File: src/rtl/sv_fixed_pkg.sv
// ============================================================================
//  Module      : sv_fixed_pkg
//  Description : Shared constants, slice offsets, FSM encoding and helpers for
//                the signed vector / scalar divider.
//                Optional macro SV_DIV_ROUND_EN adds one guard quotient bit so
//                the result can be rounded half-up instead of truncated.
//  Revision    : 1.0 - initial release
// ============================================================================
`default_nettype none

package sv_fixed_pkg;

    localparam int FRAC_BITS = 10;
    localparam int INT_BITS  = 8;
    localparam int MAG_W     = INT_BITS + FRAC_BITS;   // 18
    localparam int COMP_W    = 1 + MAG_W;              // 19
    localparam int VEC_W     = 3 * COMP_W;             // 57

    localparam logic [MAG_W-1:0] MAG_MAX = 18'h3FFFF;

    // Component slice offsets inside the packed vector {x, y, z}
    localparam int X_LSB = 2 * COMP_W;
    localparam int Y_LSB = COMP_W;
    localparam int Z_LSB = 0;

`ifdef SV_DIV_ROUND_EN
    localparam int GUARD_BITS = 1;
`else
    localparam int GUARD_BITS = 0;
`endif

    // Numerator is {magnitude, FRAC_BITS (+guard) zeros}; one quotient bit
    // per numerator bit, so the iteration count equals the numerator width.
    localparam int DIV_ITERS = MAG_W + FRAC_BITS + GUARD_BITS;

    typedef enum logic [2:0] {
        IDLE  = 3'd0,
        SETUP = 3'd1,
        ITER  = 3'd2,
        STORE = 3'd3,
        DONE  = 3'd4
    } state_t;

    // Low bit position of component c (0 = x, 1 = y, 2 = z)
    function automatic logic [5:0] comp_lsb(input logic [1:0] c);
        case (c)
            2'd0:    return 6'(X_LSB);
            2'd1:    return 6'(Y_LSB);
            default: return 6'(Z_LSB);
        endcase
    endfunction

endpackage

`default_nettype wire

File: src/rtl/signed_vector_scalar_divider_if.sv
// ============================================================================
//  Module      : signed_vector_scalar_divider_if
//  Description : Input and output valid/ready channels of the divider.
//                master : producer/consumer side (drives in_*, out_ready)
//                slave  : divider side (drives in_ready, out_*, div_by_zero)
//  Revision    : 1.0 - initial release
// ============================================================================
`default_nettype none

interface signed_vector_scalar_divider_if;
    import sv_fixed_pkg::*;

    logic              in_valid;
    logic              in_ready;
    logic [VEC_W-1:0]  in_vector;
    logic [COMP_W-1:0] in_scalar;
    logic              out_valid;
    logic              out_ready;
    logic [VEC_W-1:0]  out_vector;
    logic              div_by_zero;

    modport master (
        output in_valid, in_vector, in_scalar, out_ready,
        input  in_ready, out_valid, out_vector, div_by_zero
    );

    modport slave (
        input  in_valid, in_vector, in_scalar, out_ready,
        output in_ready, out_valid, out_vector, div_by_zero
    );

endinterface

`default_nettype wire

File: src/rtl/sv_div_core.sv
// ============================================================================
//  Module      : sv_div_core
//  Description : Unsigned radix-2 restoring divider, one quotient bit per
//                cycle, MSB first. The quotient is shifted into the numerator
//                register as numerator bits are consumed.
//  Ports       : clk, rst        - clock, async active-high reset
//                start_i         - load operands (ignored divisor==0 check is
//                                  the caller's job)
//                dividend_i      - ITERS-bit numerator
//                divisor_i       - DEN_W-bit nonzero divisor
//                busy_o          - iterations in progress
//                last_o          - final iteration happens on this edge
//                quotient_o      - quotient, valid after last_o
//  Revision    : 1.0 - initial release
// ============================================================================
`default_nettype none

module sv_div_core
    import sv_fixed_pkg::*;
#(
    parameter int ITERS = DIV_ITERS,
    parameter int DEN_W = MAG_W
) (
    input  logic             clk,
    input  logic             rst,
    input  logic             start_i,
    input  logic [ITERS-1:0] dividend_i,
    input  logic [DEN_W-1:0] divisor_i,
    output logic             busy_o,
    output logic             last_o,
    output logic [ITERS-1:0] quotient_o
);

    localparam int CNT_W = $clog2(ITERS);

    logic             busy_q;
    logic [CNT_W-1:0] iter_q;
    logic [DEN_W-1:0] rem_q;
    logic [DEN_W-1:0] den_q;
    logic [ITERS-1:0] quo_q;

    logic [DEN_W:0]   w_shifted;
    logic [DEN_W+1:0] w_trial;
    logic             w_qbit;
    logic [DEN_W-1:0] w_rem_next;
    logic             w_unused_trial;

    // The remainder is always below the divisor, so after the shift it is
    // below 2*divisor and the reduced remainder fits back in DEN_W bits.
    assign w_shifted      = {rem_q, quo_q[ITERS-1]};
    assign w_trial        = {1'b0, w_shifted} - {2'b00, den_q};
    assign w_qbit         = ~w_trial[DEN_W+1];
    assign w_rem_next     = w_qbit ? w_trial[DEN_W-1:0] : w_shifted[DEN_W-1:0];
    assign w_unused_trial = w_trial[DEN_W];

    always_ff @(posedge clk or posedge rst) begin
        if (rst) begin
            busy_q <= 1'b0;
            iter_q <= '0;
            rem_q  <= '0;
            den_q  <= '0;
            quo_q  <= '0;
        end else if (start_i) begin
            busy_q <= 1'b1;
            iter_q <= CNT_W'(ITERS - 1);
            rem_q  <= '0;
            den_q  <= divisor_i;
            quo_q  <= dividend_i;
        end else if (busy_q) begin
            rem_q  <= w_rem_next;
            quo_q  <= {quo_q[ITERS-2:0], w_qbit};
            iter_q <= iter_q - 1'b1;
            if (iter_q == '0) begin
                busy_q <= 1'b0;
            end
        end
    end

    assign busy_o     = busy_q;
    assign last_o     = busy_q && (iter_q == '0);
    assign quotient_o = quo_q;

endmodule

`default_nettype wire

File: src/rtl/signed_vector_scalar_divider.sv
// ============================================================================
//  Module      : signed_vector_scalar_divider
//  Description : Divides each 19-bit sign-magnitude component (s.8.10) of a
//                packed {x, y, z} vector by one sign-magnitude scalar, using
//                one time-shared restoring divider. Handles sign, saturation,
//                divide-by-zero and the valid/ready handshakes.
//                Optional macro SV_DIV_ROUND_EN: round half-up via one guard
//                quotient bit (one extra iteration per component).
//  Ports       : clk  - rising-edge clock
//                rst  - asynchronous active-high reset
//                bus  - slave side of signed_vector_scalar_divider_if
//                       (in_valid/in_ready/in_vector/in_scalar,
//                        out_valid/out_ready/out_vector/div_by_zero)
//  Revision    : 1.0 - initial release
// ============================================================================
`default_nettype none

module signed_vector_scalar_divider
    import sv_fixed_pkg::*;
(
    input  logic                          clk,
    input  logic                          rst,
    signed_vector_scalar_divider_if.slave bus
);

    state_t             state_q, state_d;
    logic [1:0]         comp_q, comp_d;
    logic [VEC_W-1:0]   vec_q, vec_d;
    logic [COMP_W-1:0]  scal_q, scal_d;
    logic [VEC_W-1:0]   res_q, res_d;

    logic               w_core_start;
    logic               w_core_busy;
    logic               w_core_last;
    logic [DIV_ITERS-1:0] w_quo;

    logic [5:0]         w_lsb;
    logic [COMP_W-1:0]  w_dividend;
    logic [MAG_W-1:0]   w_div_mag;
    logic               w_dz;
    logic [DIV_ITERS-1:0] w_num;
    logic [DIV_ITERS-1:0] w_q_full;
    logic               w_sat;
    logic [MAG_W-1:0]   w_mag_res;
    logic               w_sign_res;
    logic [COMP_W-1:0]  w_comp_res;
    logic               w_unused_busy;

    // ------------------------------------------------------------------
    // Current component operands
    // ------------------------------------------------------------------
    assign w_lsb      = comp_lsb(comp_q);
    assign w_dividend = vec_q[w_lsb +: COMP_W];
    assign w_div_mag  = w_dividend[MAG_W-1:0];
    assign w_dz       = (scal_q[MAG_W-1:0] == '0);
    assign w_num      = {w_div_mag, {(FRAC_BITS + GUARD_BITS){1'b0}}};

    sv_div_core #(
        .ITERS (DIV_ITERS),
        .DEN_W (MAG_W)
    ) u_core (
        .clk        (clk),
        .rst        (rst),
        .start_i    (w_core_start),
        .dividend_i (w_num),
        .divisor_i  (scal_q[MAG_W-1:0]),
        .busy_o     (w_core_busy),
        .last_o     (w_core_last),
        .quotient_o (w_quo)
    );

    assign w_unused_busy = w_core_busy;

    // ------------------------------------------------------------------
    // Result formatting for the component being stored
    // ------------------------------------------------------------------
`ifdef SV_DIV_ROUND_EN
    // Drop the guard bit and add it back in: round half-up. Done before the
    // saturation test so a value rounding up to 2^18 still saturates.
    assign w_q_full = {1'b0, w_quo[DIV_ITERS-1:1]}
                    + {{(DIV_ITERS-1){1'b0}}, w_quo[0]};
`else
    assign w_q_full = w_quo;
`endif

    assign w_sat = |w_q_full[DIV_ITERS-1:MAG_W];

    always_comb begin
        w_mag_res = w_q_full[MAG_W-1:0];
        if (w_dz) begin
            w_mag_res = (w_div_mag != '0) ? MAG_MAX : '0;
        end else if (w_sat) begin
            w_mag_res = MAG_MAX;
        end
    end

    // No negative zero: a zero magnitude always carries a positive sign.
    assign w_sign_res = (w_mag_res != '0) && (w_dividend[COMP_W-1] ^ scal_q[COMP_W-1]);
    assign w_comp_res = {w_sign_res, w_mag_res};

    // ------------------------------------------------------------------
    // Sequencing FSM
    // ------------------------------------------------------------------
    always_ff @(posedge clk or posedge rst) begin
        if (rst) begin
            state_q <= IDLE;
            comp_q  <= '0;
            vec_q   <= '0;
            scal_q  <= '0;
            res_q   <= '0;
        end else begin
            state_q <= state_d;
            comp_q  <= comp_d;
            vec_q   <= vec_d;
            scal_q  <= scal_d;
            res_q   <= res_d;
        end
    end

    always_comb begin
        state_d      = state_q;
        comp_d       = comp_q;
        vec_d        = vec_q;
        scal_d       = scal_q;
        res_d        = res_q;
        w_core_start = 1'b0;

        unique case (state_q)
            IDLE: begin
                if (bus.in_valid) begin
                    vec_d   = bus.in_vector;
                    scal_d  = bus.in_scalar;
                    comp_d  = 2'd0;
                    res_d   = '0;
                    state_d = SETUP;
                end
            end
            SETUP: begin
                // A zero divisor leaves the core idle and passes through
                // ITER for a single cycle, giving 3 cycles per component.
                w_core_start = ~w_dz;
                state_d      = ITER;
            end
            ITER: begin
                if (w_dz || w_core_last) begin
                    state_d = STORE;
                end
            end
            STORE: begin
                res_d[w_lsb +: COMP_W] = w_comp_res;
                if (comp_q < 2'd2) begin
                    comp_d  = comp_q + 2'd1;
                    state_d = SETUP;
                end else begin
                    state_d = DONE;
                end
            end
            DONE: begin
                if (bus.out_ready) begin
                    state_d = IDLE;
                end
            end
            default: state_d = IDLE;
        endcase
    end

    // ------------------------------------------------------------------
    // Outputs: the result bus only shows completed vectors
    // ------------------------------------------------------------------
    assign bus.in_ready    = (state_q == IDLE) && !rst;
    assign bus.out_valid   = (state_q == DONE);
    assign bus.out_vector  = (state_q == DONE) ? res_q : '0;
    assign bus.div_by_zero = (state_q == DONE) && w_dz;

endmodule

`default_nettype wire

File: src/flat_wrapper.sv
// flat-port wrapper written by rule: the top's interface ports become plain ports
module signed_vector_scalar_divider_flat import sv_fixed_pkg::*;
  (clk, rst, bus_in_valid, bus_in_vector, bus_in_scalar, bus_out_ready, bus_in_ready, bus_out_valid, bus_out_vector, bus_div_by_zero);
  signed_vector_scalar_divider_if bus_i ();
  input  logic clk;
  input  logic rst;
  input wire logic [$bits(bus_i.in_valid)-1:0] bus_in_valid;
  input wire logic [$bits(bus_i.in_vector)-1:0] bus_in_vector;
  input wire logic [$bits(bus_i.in_scalar)-1:0] bus_in_scalar;
  input wire logic [$bits(bus_i.out_ready)-1:0] bus_out_ready;
  output wire logic [$bits(bus_i.in_ready)-1:0] bus_in_ready;
  output wire logic [$bits(bus_i.out_valid)-1:0] bus_out_valid;
  output wire logic [$bits(bus_i.out_vector)-1:0] bus_out_vector;
  output wire logic [$bits(bus_i.div_by_zero)-1:0] bus_div_by_zero;
  assign bus_i.in_valid = bus_in_valid;
  assign bus_i.in_vector = bus_in_vector;
  assign bus_i.in_scalar = bus_in_scalar;
  assign bus_i.out_ready = bus_out_ready;
  assign bus_in_ready = bus_i.in_ready;
  assign bus_out_valid = bus_i.out_valid;
  assign bus_out_vector = bus_i.out_vector;
  assign bus_div_by_zero = bus_i.div_by_zero;
  signed_vector_scalar_divider u_core (.clk(clk), .rst(rst), .bus(bus_i));
endmodule
File: config.mk
export PLATFORM = sky130hd
export DESIGN_NAME = signed_vector_scalar_divider_flat
export DESIGN_NICKNAME = d
export VERILOG_FILES = /design/src/rtl/sv_fixed_pkg.sv /design/src/rtl/signed_vector_scalar_divider_if.sv /design/src/rtl/sv_div_core.sv /design/src/rtl/signed_vector_scalar_divider.sv /design/src/flat_wrapper.sv
export SDC_FILE = /design/constraint.sdc
export NUM_CORES = 1
export LEC_CHECK = 0
export ABC_AREA = 1
export BUFFER_PORTS_ARGS = -buffer_cell sky130_fd_sc_hd__buf_4
export CORE_MARGIN = 2
export CORE_UTILIZATION = 39
export CTS_CLUSTER_SIZE = 8
export DETAILED_ROUTE_END_ITERATION = 8
export MAX_ROUTING_LAYER = met4
export SLEW_MARGIN = 15
export SYNTH_ARGS = -nofsm -noshare
export SYNTH_HDL_FRONTEND = slang
export SYNTH_SLANG_ARGS = --single-unit
File: constraint.sdc
create_clock -name clk -period 8.3 [get_ports clk]
set_input_delay 1.245 -clock clk [delete_from_list [all_inputs] [get_ports clk]]
set_output_delay 1.245 -clock clk [all_outputs]
set_load 0.02 [all_outputs]
==> reports/metrics.cfg <==
[place]
place_inst=1944
portBuffers=139
pre_cts_slack_ns=3.996
hpwl_um=23690
place_congestion=0.9385

[timing]
finClkSkew_ns=0.01707
hold_viol=0
fin_crit_sh=0.5330
drv_slew=0
setup_viol=0
rsz0062_at_grt=no
finalSetupTns_ns=0
fin_ws_ns=3.876
worst_pin_slew_ns=1.036
period_minus_slack_ns=4.424
slew_headroom=0.3068
timing.fmax_ghz=0.2261

[power]
finalPower_mw=5.855
max-vdd-ir-drop_v=0.0001623
leakage_nw=6.616
power_density_mw_per_mm2=429.2

[routing]
drc=0
via_per_inst=5.203
drtIter0Drc=758
dr.pass1.iters=5
vias=10300
drtAntennaViolNets=0
routed_wl_um=32970
wl_per_cell_um=16.66

[critical_path]
crit_chain=inv_1 > ha_1 > buf_4 > inv_2 > nand2_1 > o22ai_1 > nand2_1 > nand2_1 > nor2_1 > nand2_1 > nor2_1 > nand3_4 > nand2_1 > nand2_1 > nor2_2 > nand3_2 > nand3_1 > nand2_1 > nand2_1 > nand2_1 > nand3_1 > o21ai_1
required_ns=8.71
rr_worst_depth=22
crit_fanout=28
reg2reg_from=u_core.comp_q[1]
worst_setup_path_start_kind=flop
r2r_slack_ns=3.88
r2r_end=u_core.res_q[53]
startpoint=u_core.comp_q[1]
worstSetupPathType=flop to flop
crit_path_end=u_core.res_q[53]
slowest_delay_ns=0.49
slowest_stage=ha_1
end_kind=flop
worstPathArrival_ns=4.83
cpMostUsedCell=nand2_1

[grt]
grt_pass1_wl_um=53670
antenna_found_initial=0
gr-usage-all-layers=0.2205
grt_pass1_vias=10090
grt_max_degree=134
grt_overflow=0

[clock_network]
holdBufCountCts=0
cts_sinks=208
cts-htree-levels=1
cts.path.max_buffers=3
cts_tree=built
postCtsSetupBuffers=0
ctsResizeCount=0
insertion_delay_ns=0.54
root_buffer=clkbuf_16
cts_buffers=30
clkTransAtPathRegs_ns=0.05

[synth]
synth-seq-area-share=0.4520
syn_area_mm2=0.01152
synth_warnings=0
synth.distinct_cells=46
syn-num-nets=1583
postSynthCellCount=1478
syn_area_per_cell_um2=7.792
ys_ff_latch=208

[floorplanning]
dieWidth_um=175.8
die_area_mm2=0.03092
core_area_mm2=0.02886
die_y_um=175.8
start_util=0.3991
rows=62
ios=140

[final_layout]
instances_no_fill=1979
nets=1697
antenna_cells=0
synthToLayoutAreaGrowth_pct=18.45
layout-drive-gt1-share=0.1580

[run]
cap_violations=0

[worst_hold_path]
worstHoldPathType=flop to flop

[run_status]
status=finished clean

worst max-delay path, delay by kind of cell (launching register included):
| family | cells | cell delay, ns |
|---|---|---|
| AOI/OAI and AO/OA | 2 | 0.23 |
| adders and majority gates | 1 | 0.49 |
| and+or+nand+nor | 16 | 2.43 |
| buffers and inverters | 3 | 0.76 |
| DFF | 1 | 0.38 |
synth_stat cells (all sizes together):
cell | instances | share of area
nor4 | 1 | 0.0011
and2 | 3 | 0.0016
o221ai | 35 | 0.027
o2111ai | 3 | 0.0023
xor2 | 8 | 0.0061
dfrtp | 208 | 0.45
a22oi | 5 | 0.0033
buf | 33 | 0.017
nand3b | 3 | 0.0020
inv | 206 | 0.067
a21o | 3 | 0.0020
nand4 | 6 | 0.0033
fa | 1 | 0.0017
o2bb2ai | 1 | 0.00076
clkbuf | 36 | 0.012
ha | 24 | 0.026
nor3 | 6 | 0.0036
a21boi | 3 | 0.0020
o22ai | 36 | 0.020
o31ai | 1 | 0.00065
nor2 | 172 | 0.058
a31oi | 5 | 0.0027
a221oi | 1 | 0.0013
clkinv | 5 | 0.0016
or2 | 1 | 0.00054
o211ai | 11 | 0.0072
o21a | 2 | 0.0013
o21ai | 114 | 0.051
mux2 | 34 | 0.033
a21oi | 78 | 0.034
nand3 | 79 | 0.038
nand2 | 344 | 0.11
xnor2 | 10 | 0.0076
per-layer routing:
| layer | global-route usage | vias to the layer above | share of wire |
|---|---|---|---|
| met3 | 0.02965 | 75 | 0.059 |
| met1 | 0.3130 | 4867 | 0.47 |
| met5 | - | - | 0 |
| li1 | - | 5019 | - |
| met4 | 0.06336 | 0 | 0.027 |
| met2 | 0.3304 | 335 | 0.44 |
sequential cells by signal, indices dropped and copies added, names as in the netlist:
name / cells
u_core.comp_q: 2
u_core.res_q: 57
u_core.scal_q: 19
u_core.state_q: 3
u_core.u_core.busy_o: 1
u_core.u_core.den_q: 18
u_core.u_core.iter_q: 5
u_core.u_core.quotient_o: 28
u_core.u_core.rem_q: 18
u_core.vec_q: 57
report_power, final:
part           switching, mW  leakage (nW)  internal, mW
clock                  0.426         0.401         0.667
combinational           2.00          3.65          1.04
sequential             0.251          2.56          1.47
total                   2.68          6.62          3.18
cell type report:
cell class | count | area, um2
well taps | 384 | 480.5
clock buffers | 34 | 807.0
fillers | 2890 | 15220
clock inverters | 1 | 5.005
repair buffers | 151 | 1134
flip-flops and latches | 208 | 5205
multi-input cells | 990 | 5210
inverters | 211 | 799.5
cells by family after synthesis:
family	synth area share
and+or+nand+nor	0.2220
AOI/OAI and AO/OA	0.1543
buffers and inverters	0.09702
DFF	0.4520
muxes	0.03325
adders and majority gates	0.02781
xor gates and xnor gates	0.01369
cell usage in the layout (no fill, tap or decap), drive strengths merged:
| cell type | n |
|---|---|
| a221oi | 1 |
| dfrtp | 208 |
| a31oi | 5 |
| and2 | 3 |
| a21o | 3 |
| nor3 | 6 |
| fa | 1 |
| o2bb2ai | 1 |
| o31ai | 1 |
| a21oi | 78 |
| nand3 | 79 |
| o221ai | 35 |
| nor4 | 1 |
| clkbuf | 34 |
| o211ai | 11 |
| o22ai | 36 |
| o2111ai | 3 |
| or2 | 1 |
| ha | 24 |
| buf | 151 |
| o21ai | 114 |
| clkinv | 6 |
| o21a | 2 |
| xnor2 | 10 |
| a21boi | 3 |
| xor2 | 8 |
| nand4 | 6 |
| mux2 | 34 |
| inv | 206 |
| nand2 | 344 |
| a22oi | 5 |
| nor2 | 172 |
| nand3b | 3 |
per-stage QoR:
step / util / hold WS (ns) / area, um2
after floorplan: - / 0.4488 / 11520
after global routing: 0.4727 / 0.5063 / 13640
final: 0.4727 / 0.4794 / 13640
after CTS: 0.4727 / 0.4868 / 13640
after global placement: 0.4445 / 0.4678 / 12830
after detailed placement: 0.4445 / 0.4690 / 12830
worst min path at each step:
stage	end	from	slack, ns	cells past startpoint
2_1_floorplan	u_core.res_q[37]	u_core.res_q[37]	0.45	2
3_3_place_gp	u_core.u_core.den_q[3]	u_core.u_core.den_q[3]	0.47	2
3_5_place_dp	u_core.res_q[20]	u_core.res_q[20]	0.47	2
4_1_cts	u_core.u_core.den_q[6]	u_core.u_core.den_q[6]	0.49	2
5_1_grt	u_core.u_core.den_q[6]	u_core.u_core.den_q[6]	0.51	2
6_report	u_core.res_q[52]	u_core.res_q[52]	0.48	2
Note: power is estimated with default switching activity, not from simulation.
